===== config.mk =====
export PLATFORM = sky130hd
export DESIGN_NAME = rf_access_ctrl
export DESIGN_NICKNAME = d
export VERILOG_FILES = /design/src/rtl/rf_access_ctrl.sv
export SDC_FILE = /design/constraint.sdc
export NUM_CORES = 1
export LEC_CHECK = 0
export ABC_AREA = 1
export CORE_AREA = 5 5 119 121
export CTS_CLUSTER_DIAMETER = 60
export DETAILED_ROUTE_END_ITERATION = 10
export DIE_AREA = 0 0 124 126
export PLACE_DENSITY = 0.95
export SYNTH_ARGS = -nofsm -noshare
export SYNTH_HDL_FRONTEND = slang
export SYNTH_SLANG_ARGS = --single-unit

===== constraint.sdc =====
create_clock -name CLK -period 9.1 [get_ports CLK]
set_input_delay 1.82 -clock CLK [delete_from_list [all_inputs] [get_ports CLK]]
set_output_delay 1.82 -clock CLK [all_outputs]
set_load 0.005 [all_outputs]

===== src/rtl/rf_access_ctrl.sv =====
// rf_access_ctrl: owns the access side of the 32x32 MIPS register file for
// the multi-cycle datapath. It takes one instruction at a time, reads both
// source operands with $0 forced to zero, and hands them to execute. It then
// waits for the result and writes it back, suppressing writes to $0 and
// writes from non-writing instructions.
//
// Ports:
//   CLK, RST                        clock (rising edge), async active-high reset
//   issue_valid/issue_ready         instruction handshake
//   issue_rs/rt/rd, issue_wen       instruction register fields, writeback flag
//   ra, rb / busA, busB             register file read addresses / read data
//   rw, busW, ew                    register file write address / data / enable
//   op_valid/op_ready, opA, opB     operand handshake to execute
//   res_valid/res_ready, res_data   result handshake from execute
//   retire_cnt                      completed-instruction count (wraps)
//   busy                            high whenever not idle
module rf_access_ctrl #(
    parameter int DW    = 32,
    parameter int CNT_W = 16
) (
    input  logic             CLK,
    input  logic             RST,
    input  logic             issue_valid,
    output logic             issue_ready,
    input  logic [4:0]       issue_rs,
    input  logic [4:0]       issue_rt,
    input  logic [4:0]       issue_rd,
    input  logic             issue_wen,
    output logic [4:0]       ra,
    output logic [4:0]       rb,
    input  logic [DW-1:0]    busA,
    input  logic [DW-1:0]    busB,
    output logic [4:0]       rw,
    output logic [DW-1:0]    busW,
    output logic             ew,
    output logic             op_valid,
    input  logic             op_ready,
    output logic [DW-1:0]    opA,
    output logic [DW-1:0]    opB,
    input  logic             res_valid,
    output logic             res_ready,
    input  logic [DW-1:0]    res_data,
    output logic [CNT_W-1:0] retire_cnt,
    output logic             busy
);

    typedef enum logic [2:0] {
        IDLE,
        FETCH,
        OPER,
        WAIT_RES,
        WRITE
    } state_t;

    state_t     state;
    state_t     next_state;
    logic [4:0] rd_q;
    logic       wen_q;
    logic       do_write;

    // A result only reaches the register file if the instruction writes and
    // its destination is not $0.
    assign do_write    = wen_q && (rd_q != 5'd0);
    assign issue_ready = (state == IDLE);
    assign busy        = (state != IDLE);

    always_ff @(posedge CLK or posedge RST) begin
        if (RST) state <= IDLE;
        else     state <= next_state;
    end

    always_comb begin
        next_state = state;
        case (state)
            IDLE:     if (issue_valid) next_state = FETCH;
            FETCH:    next_state = OPER;
            OPER:     if (op_ready) next_state = WAIT_RES;
            WAIT_RES: if (res_valid) next_state = do_write ? WRITE : IDLE;
            WRITE:    next_state = IDLE;
            default:  next_state = IDLE;
        endcase
    end

    always_ff @(posedge CLK or posedge RST) begin
        if (RST) begin
            ra         <= '0;
            rb         <= '0;
            rw         <= '0;
            busW       <= '0;
            ew         <= 1'b0;
            op_valid   <= 1'b0;
            opA        <= '0;
            opB        <= '0;
            res_ready  <= 1'b0;
            retire_cnt <= '0;
            rd_q       <= '0;
            wen_q      <= 1'b0;
        end else begin
            case (state)
                IDLE: begin
                    if (issue_valid) begin
                        ra    <= issue_rs;
                        rb    <= issue_rt;
                        rd_q  <= issue_rd;
                        wen_q <= issue_wen;
                    end
                end
                FETCH: begin
                    // $0 reads as zero regardless of what the file returns.
                    opA      <= (ra == 5'd0) ? '0 : busA;
                    opB      <= (rb == 5'd0) ? '0 : busB;
                    op_valid <= 1'b1;
                end
                OPER: begin
                    if (op_ready) begin
                        op_valid  <= 1'b0;
                        res_ready <= 1'b1;
                    end
                end
                WAIT_RES: begin
                    if (res_valid) begin
                        res_ready <= 1'b0;
                        if (do_write) begin
                            rw   <= rd_q;
                            busW <= res_data;
                            ew   <= 1'b1;
                        end else begin
                            retire_cnt <= retire_cnt + 1'b1;
                        end
                    end
                end
                WRITE: begin
                    ew         <= 1'b0;
                    retire_cnt <= retire_cnt + 1'b1;
                end
                default: ;
            endcase
        end
    end

endmodule


Word level (Yosys, flattened, before mapping). Cells that the tools add are included. Widths: inputs -> output; s select.

Flip-flop bits (word level): 139. Input port bits: 117. Output and inout bits: 132. Word-level logic and storage cells: 57.

Add/subtract/negate cells: 1. Equality and inequality tests: 9. Multiplexer cells: 18. Reductions and logical operators: 16.

Operators with widths (count): $mux 32 (2); $mux 16 (2); $pmux 16 s2 (1); $add 16x1->16 const B (1); $reduce_and 3->1 (5); $mux 3 (4); $pmux 3 s4 (1); $logic_not 5->1 (2); $ne 2x2->1 const B (5); $eq 3x2->1 const B (2); $pmux 1 s2 (3); $reduce_bool 2->1 (3); $mux 1 (5); $reduce_bool 5->1 (1); $reduce_and 2->1 (2); $eq 3x1->1 const B (1); $eq 3x3->1 const B (1); $logic_not 3->1 (1); $reduce_bool 3->1 (1); $logic_and 1x1->1 (1).

Depth between registers and ports, before layout.
Word-level depth: 5. Gate-level depth with buffers: 9. Mapped depth without buffers: 8.

Worst setup path after synthesis. Ideal clock, no wire load.

Kind: register -> output. From: register state[0]. To: output port issue_ready. Arrival time: 0.995 ns. Required time: 7.280 ns. Setup slack: 6.285 ns. Stages on the path, launching flop included: 5. Path buffers: 1. Cells stage by stage: dfrtp_1 -> nor2_2 -> nand2_1 -> inv_2 -> buf_2.

Word-level cells in the longest chain between the ends: 1.

RTL lines: from (decl) (line 55) `state_t state;`; from (signal assigned) (line 69) `else state <= next_state;`; $logic_not 3->1 (line 64) `assign issue_ready = (state == IDLE);`; to (decl) (line 24) `output logic issue_ready,`.

Every way passes these cells.

Worst setup path after layout.
From: register state[2]. To: output port issue_ready.

The elaborated chain is that of the path after synthesis.

==> reports/metrics.sh <==
CRITICAL_REGISTER_TO_REGISTER_PATH_STARTPOINT='state[1]$_DFFE_PP0P_'
FMAXACHIEVABLE_MHz=261
GP_CONGESTION=0.806
DRCVIOLATIONCOUNT=0
NUMBER_OF_GLOBAL_ROUTE_VIAS_BEFORE_REPAIR=5536
FINAL-INSTANCE-COUNT-EXCL-FILL=1106
WIRE_PER_INST_UM=15.9
CLK_LATENCY_NS=0.41
SYNTH_SIMPLE_GATE_AREA_SHARE_PCT=33.1
SYNTH_TOP_FAMILY_BY_AREA='simple AND/OR/NAND/NOR gates'
CTS_TREE='done'
NUMCTSBUFFERS=17
SYNTH_TOP_CELL_AREA_SHARE_PCT=59.3
MIN_DELAY_WORST_ENDPOINT='op_valid$_DFFE_PP0P_'
SYNTH_LARGEST_AREA_CELL='dfrtp_1'
VIA_COUNT_OF_THE_ROUTED_DESIGN=5532
SYNTH-ADDER-AREA-SHARE_PCT=0.213
HOLDWS_NS=0.472
CRITPATHMAXFANOUT=17
GRT_USE_TOTAL_PCT=23.2
HOLD_BUFFERS=0
TIMING.CRITICAL_PATH.FROM_TYPE='register'
MIN_PATH_CELLS=2
SYNTH.TOP_CELLS.BY_AREA='dfrtp_1, nand2_1, nand3_1, buf_6, nor2_1'
POWER_PER_CELL_AREA_nW_PER_UM2=326
FINALHOLDVIOLCOUNT=0
CTS.SINK_COUNT=139
LEAKAGE_nW=4.33
SETUP_REPAIR_AFTER_GLOBAL_ROUTING_MISSED_ITS_MARGIN='no'
DRT_WL_TOTAL_MM=17.6
FINAL_NETS=1034
YOSYS_REGISTER_BITS=139
CLK_PATH_BUF_DEPTH=2
FINALCRITPERIODSHARE_PCT=42.1
WORST-R2R-CELL-COUNT=7
FINAL_CRITICAL_PERIOD_NS=3.83
POST_SYNTH_XOR_AREA_FRACTION_PCT=1.34
SYNTH_SEQ_AREA_SHARE_PCT=59.3
BOUNDARYPINS=249
CP.REQUIRED_NS=7.28
LAYOUT.CELLS.MOST_COMMON='nand2_1'
WORST_TRAN_PIN_VALUE_NS=1.15
POST_CTS.RESIZED_INSTANCES=0
CRIT_PATH_TOP_DELAY_CELL='clkdlybuf4s50_1'
SYNTH_CELL_TYPES=27
FINALSETUPVIOLATIONS=0
HP-START='op_valid$_DFFE_PP0P_'
DRV.MAX_CAP_VIOLATION_COUNT=0
COMPOUND_GATE_FRACTION_OF_SYNTH_AREA_PCT=0.704
INITIAL_CORE_UTIL_PCT=45.2
DRT-VIAS-PER-INSTANCE=5.00
TIMING.CRITICAL_PATH.SLOWEST_CELL_DELAY_NS=0.57
RUN_STATUS='finished, final reports clean'
TIMING_MAX_TRANSITION_VIOLATIONS_FINAL=0
ROOT_BUF_CELL='clkbuf_16'
FINAL.SETUP.TNS_NS=0
POST_SYNTH_MUX_AREA_SHARE_PCT=0
PLACE_HPWL_MM=12.2
TIMING.CLOCK.SKEW_NS=0.00691
GRT_FIRST_PASS_WIRELENGTH_MM=28.1
POWER.IR.VDD_WORST_mV=0.214
DPL.CELL_COUNT=1073
NETS_IN_THE_SYNTHESIZED_NETLIST=800
MAPPED_CELL_AREA_UM2=5860
PLACEMENTROWS=42
DR.FIRST_ITER.DRC_COUNT=547
MOST-COMMON-LAYOUT-CELLS='nand2_1, clkdlybuf4s50_1, dfrtp_1, nand3_1, clkbuf_16'
FLOORPLAN.CORE_AREA_UM2=13000
NFILLCELLS=942
HORIZONTAL_DIE_DIMENSION_UM=124
GRT_MAX_DEGREE=76
UTILIZATION_PCT=69.0
DIE_Y_UM=126
PATH_CELLS='nor2_2 > nand2_1 > inv_2 > clkdlybuf4s50_1'
POST_ROUTE_ANTENNA_NET_VIOLATION_COUNT=0
REG2REG_TO='busW[15]$_DFFE_PP0P_'
SYN2LAYOUT_AREA_GROWTH_PCT=52.8
LAYOUT-DRIVE-GT1-SHARE_PCT=4.95
TIMING.HOLD.WORST.CLASS='register to register'
REPORT.POWER.TOTAL_mW=2.92
AGGREGATE_GLOBAL_ROUTING_OVERFLOW=0
WORSTPATHARRIVAL_NS=2.01
INITIAL_ANTENNA_VIOLATION_COUNT=1
CTS_MAX_LEVEL=4
CTS.REPAIR_TIMING.SETUP_BUFFER_COUNT=0
CRITICAL_PATH.ENDPOINT_TYPE='output port'
WORSTSETUPPATHTYPE='register to output port'
YOSYS_WARNINGS=0
DETAIL_ROUTE.FIRST_PASS.ITERATIONS=5
SYNTH_AREA_PER_CELL_UM2=8.60
IO_BUFFER_COUNT=248
DIEAREA_UM2=15600
CLK_PIN_SLEW_NS=0.05
POST_SYNTH_INST_COUNT=682
R2R_SLACK_NS=7.13
MAX_SLEW_MARGIN_PCT=23.2
==> worst max-delay path by stage <==
| stage | startpoint | endpoint | slack [ns] | depth (start not counted) |
|---|---|---|---|---|
| final | state[2]$_DFFE_PP0P_ | issue_ready | 5.27 | 4 |
| after global routing | state[2]$_DFFE_PP0P_ | issue_ready | 5.16 | 4 |
| after CTS | state[2]$_DFFE_PP0P_ | issue_ready | 5.25 | 4 |
| after detailed placement | RST | busW[11]$_DFFE_PP0P_ | 5.33 | 3 |
| after global placement | RST | busW[24]$_DFFE_PP0P_ | 5.35 | 3 |
| after floorplan | RST | busW[0]$_DFFE_PP0P_ | 3.56 | 1 |
==> metrics by stage <==
stage          area, um2  worst slack, ns
3_3_place_gp        8360             5.35
4_1_cts             8960             5.25
3_5_place_dp        8360             5.33
6_report            8960             5.27
5_1_grt             8960             5.16
2_1_floorplan       5860             3.56
==> worst max-delay path: cells and delay by family (launching register included) <==
| kind | cells | cell delay (ns) |
|---|---|---|
| buf+inv | 2 | 0.82 |
| flops | 1 | 0.44 |
| simple gates | 2 | 0.34 |
==> sequential cells by signal, indices dropped and copies added (netlist names) <==
| signal | count |
|---|---|
| rw | 5 |
| opA | 32 |
| retire_cnt | 16 |
| wen_q | 1 |
| ra | 5 |
| op_valid | 1 |
| busW | 32 |
| rb | 5 |
| res_ready | 1 |
| state | 3 |
| ew | 1 |
| rd_q | 5 |
| opB | 32 |
==> cell usage after synthesis, drive strengths merged <==
| cell type | instances |
|---|---|
| nor2 | 19 |
| dfrtp | 139 |
| clkbuf | 9 |
| nand2 | 349 |
| xnor2 | 6 |
| xor2 | 3 |
| a21oi | 1 |
| inv | 20 |
| nand3 | 90 |
| nand3b | 3 |
| buf | 27 |
| o21a | 1 |
| o21ai | 4 |
| o2111ai | 1 |
| nor3 | 3 |
| nand4 | 6 |
| ha | 1 |
==> kinds of logic after synthesis <==
group,Yosys count
flops,139
xor+xnor,9
simple gates,470
fa+ha+maj,1
compound gates,7
buf+inv,56
==> per-layer routing <==
layer	wire [um]	share of wire (%)	up-vias	GRT usage [%]
li1	-	-	2603	-
met1	6480	37	2656	25.6
met2	9360	53	230	40.6
met3	1250	7.1	43	7.62
met4	517	2.9	0	9.66
met5	0	0	-	0
==> power breakdown <==
group | total, mW | internal (mW) | switching, mW
sequential | 1.05 | 0.878 | 0.171
clock | 0.681 | 0.435 | 0.246
combinational | 1.19 | 0.622 | 0.570
total | 2.92 | 1.93 | 0.987
==> layout make-up <==
cell class | count | area (um2) | share of cell area (%)
sequential | 139 | 3480 | 38.8
timing repair buffer | 251 | 2500 | 27.9
multi-input combinational | 487 | 2080 | 23.2
clock buffer | 28 | 547 | 6.10
tap | 176 | 220 | 2.46
inverter | 20 | 80.1 | 0.893
clock inverter | 4 | 51.3 | 0.572
antenna | 1 | 2.50 | 0.0279
Power figures use the tool's default switching activity.
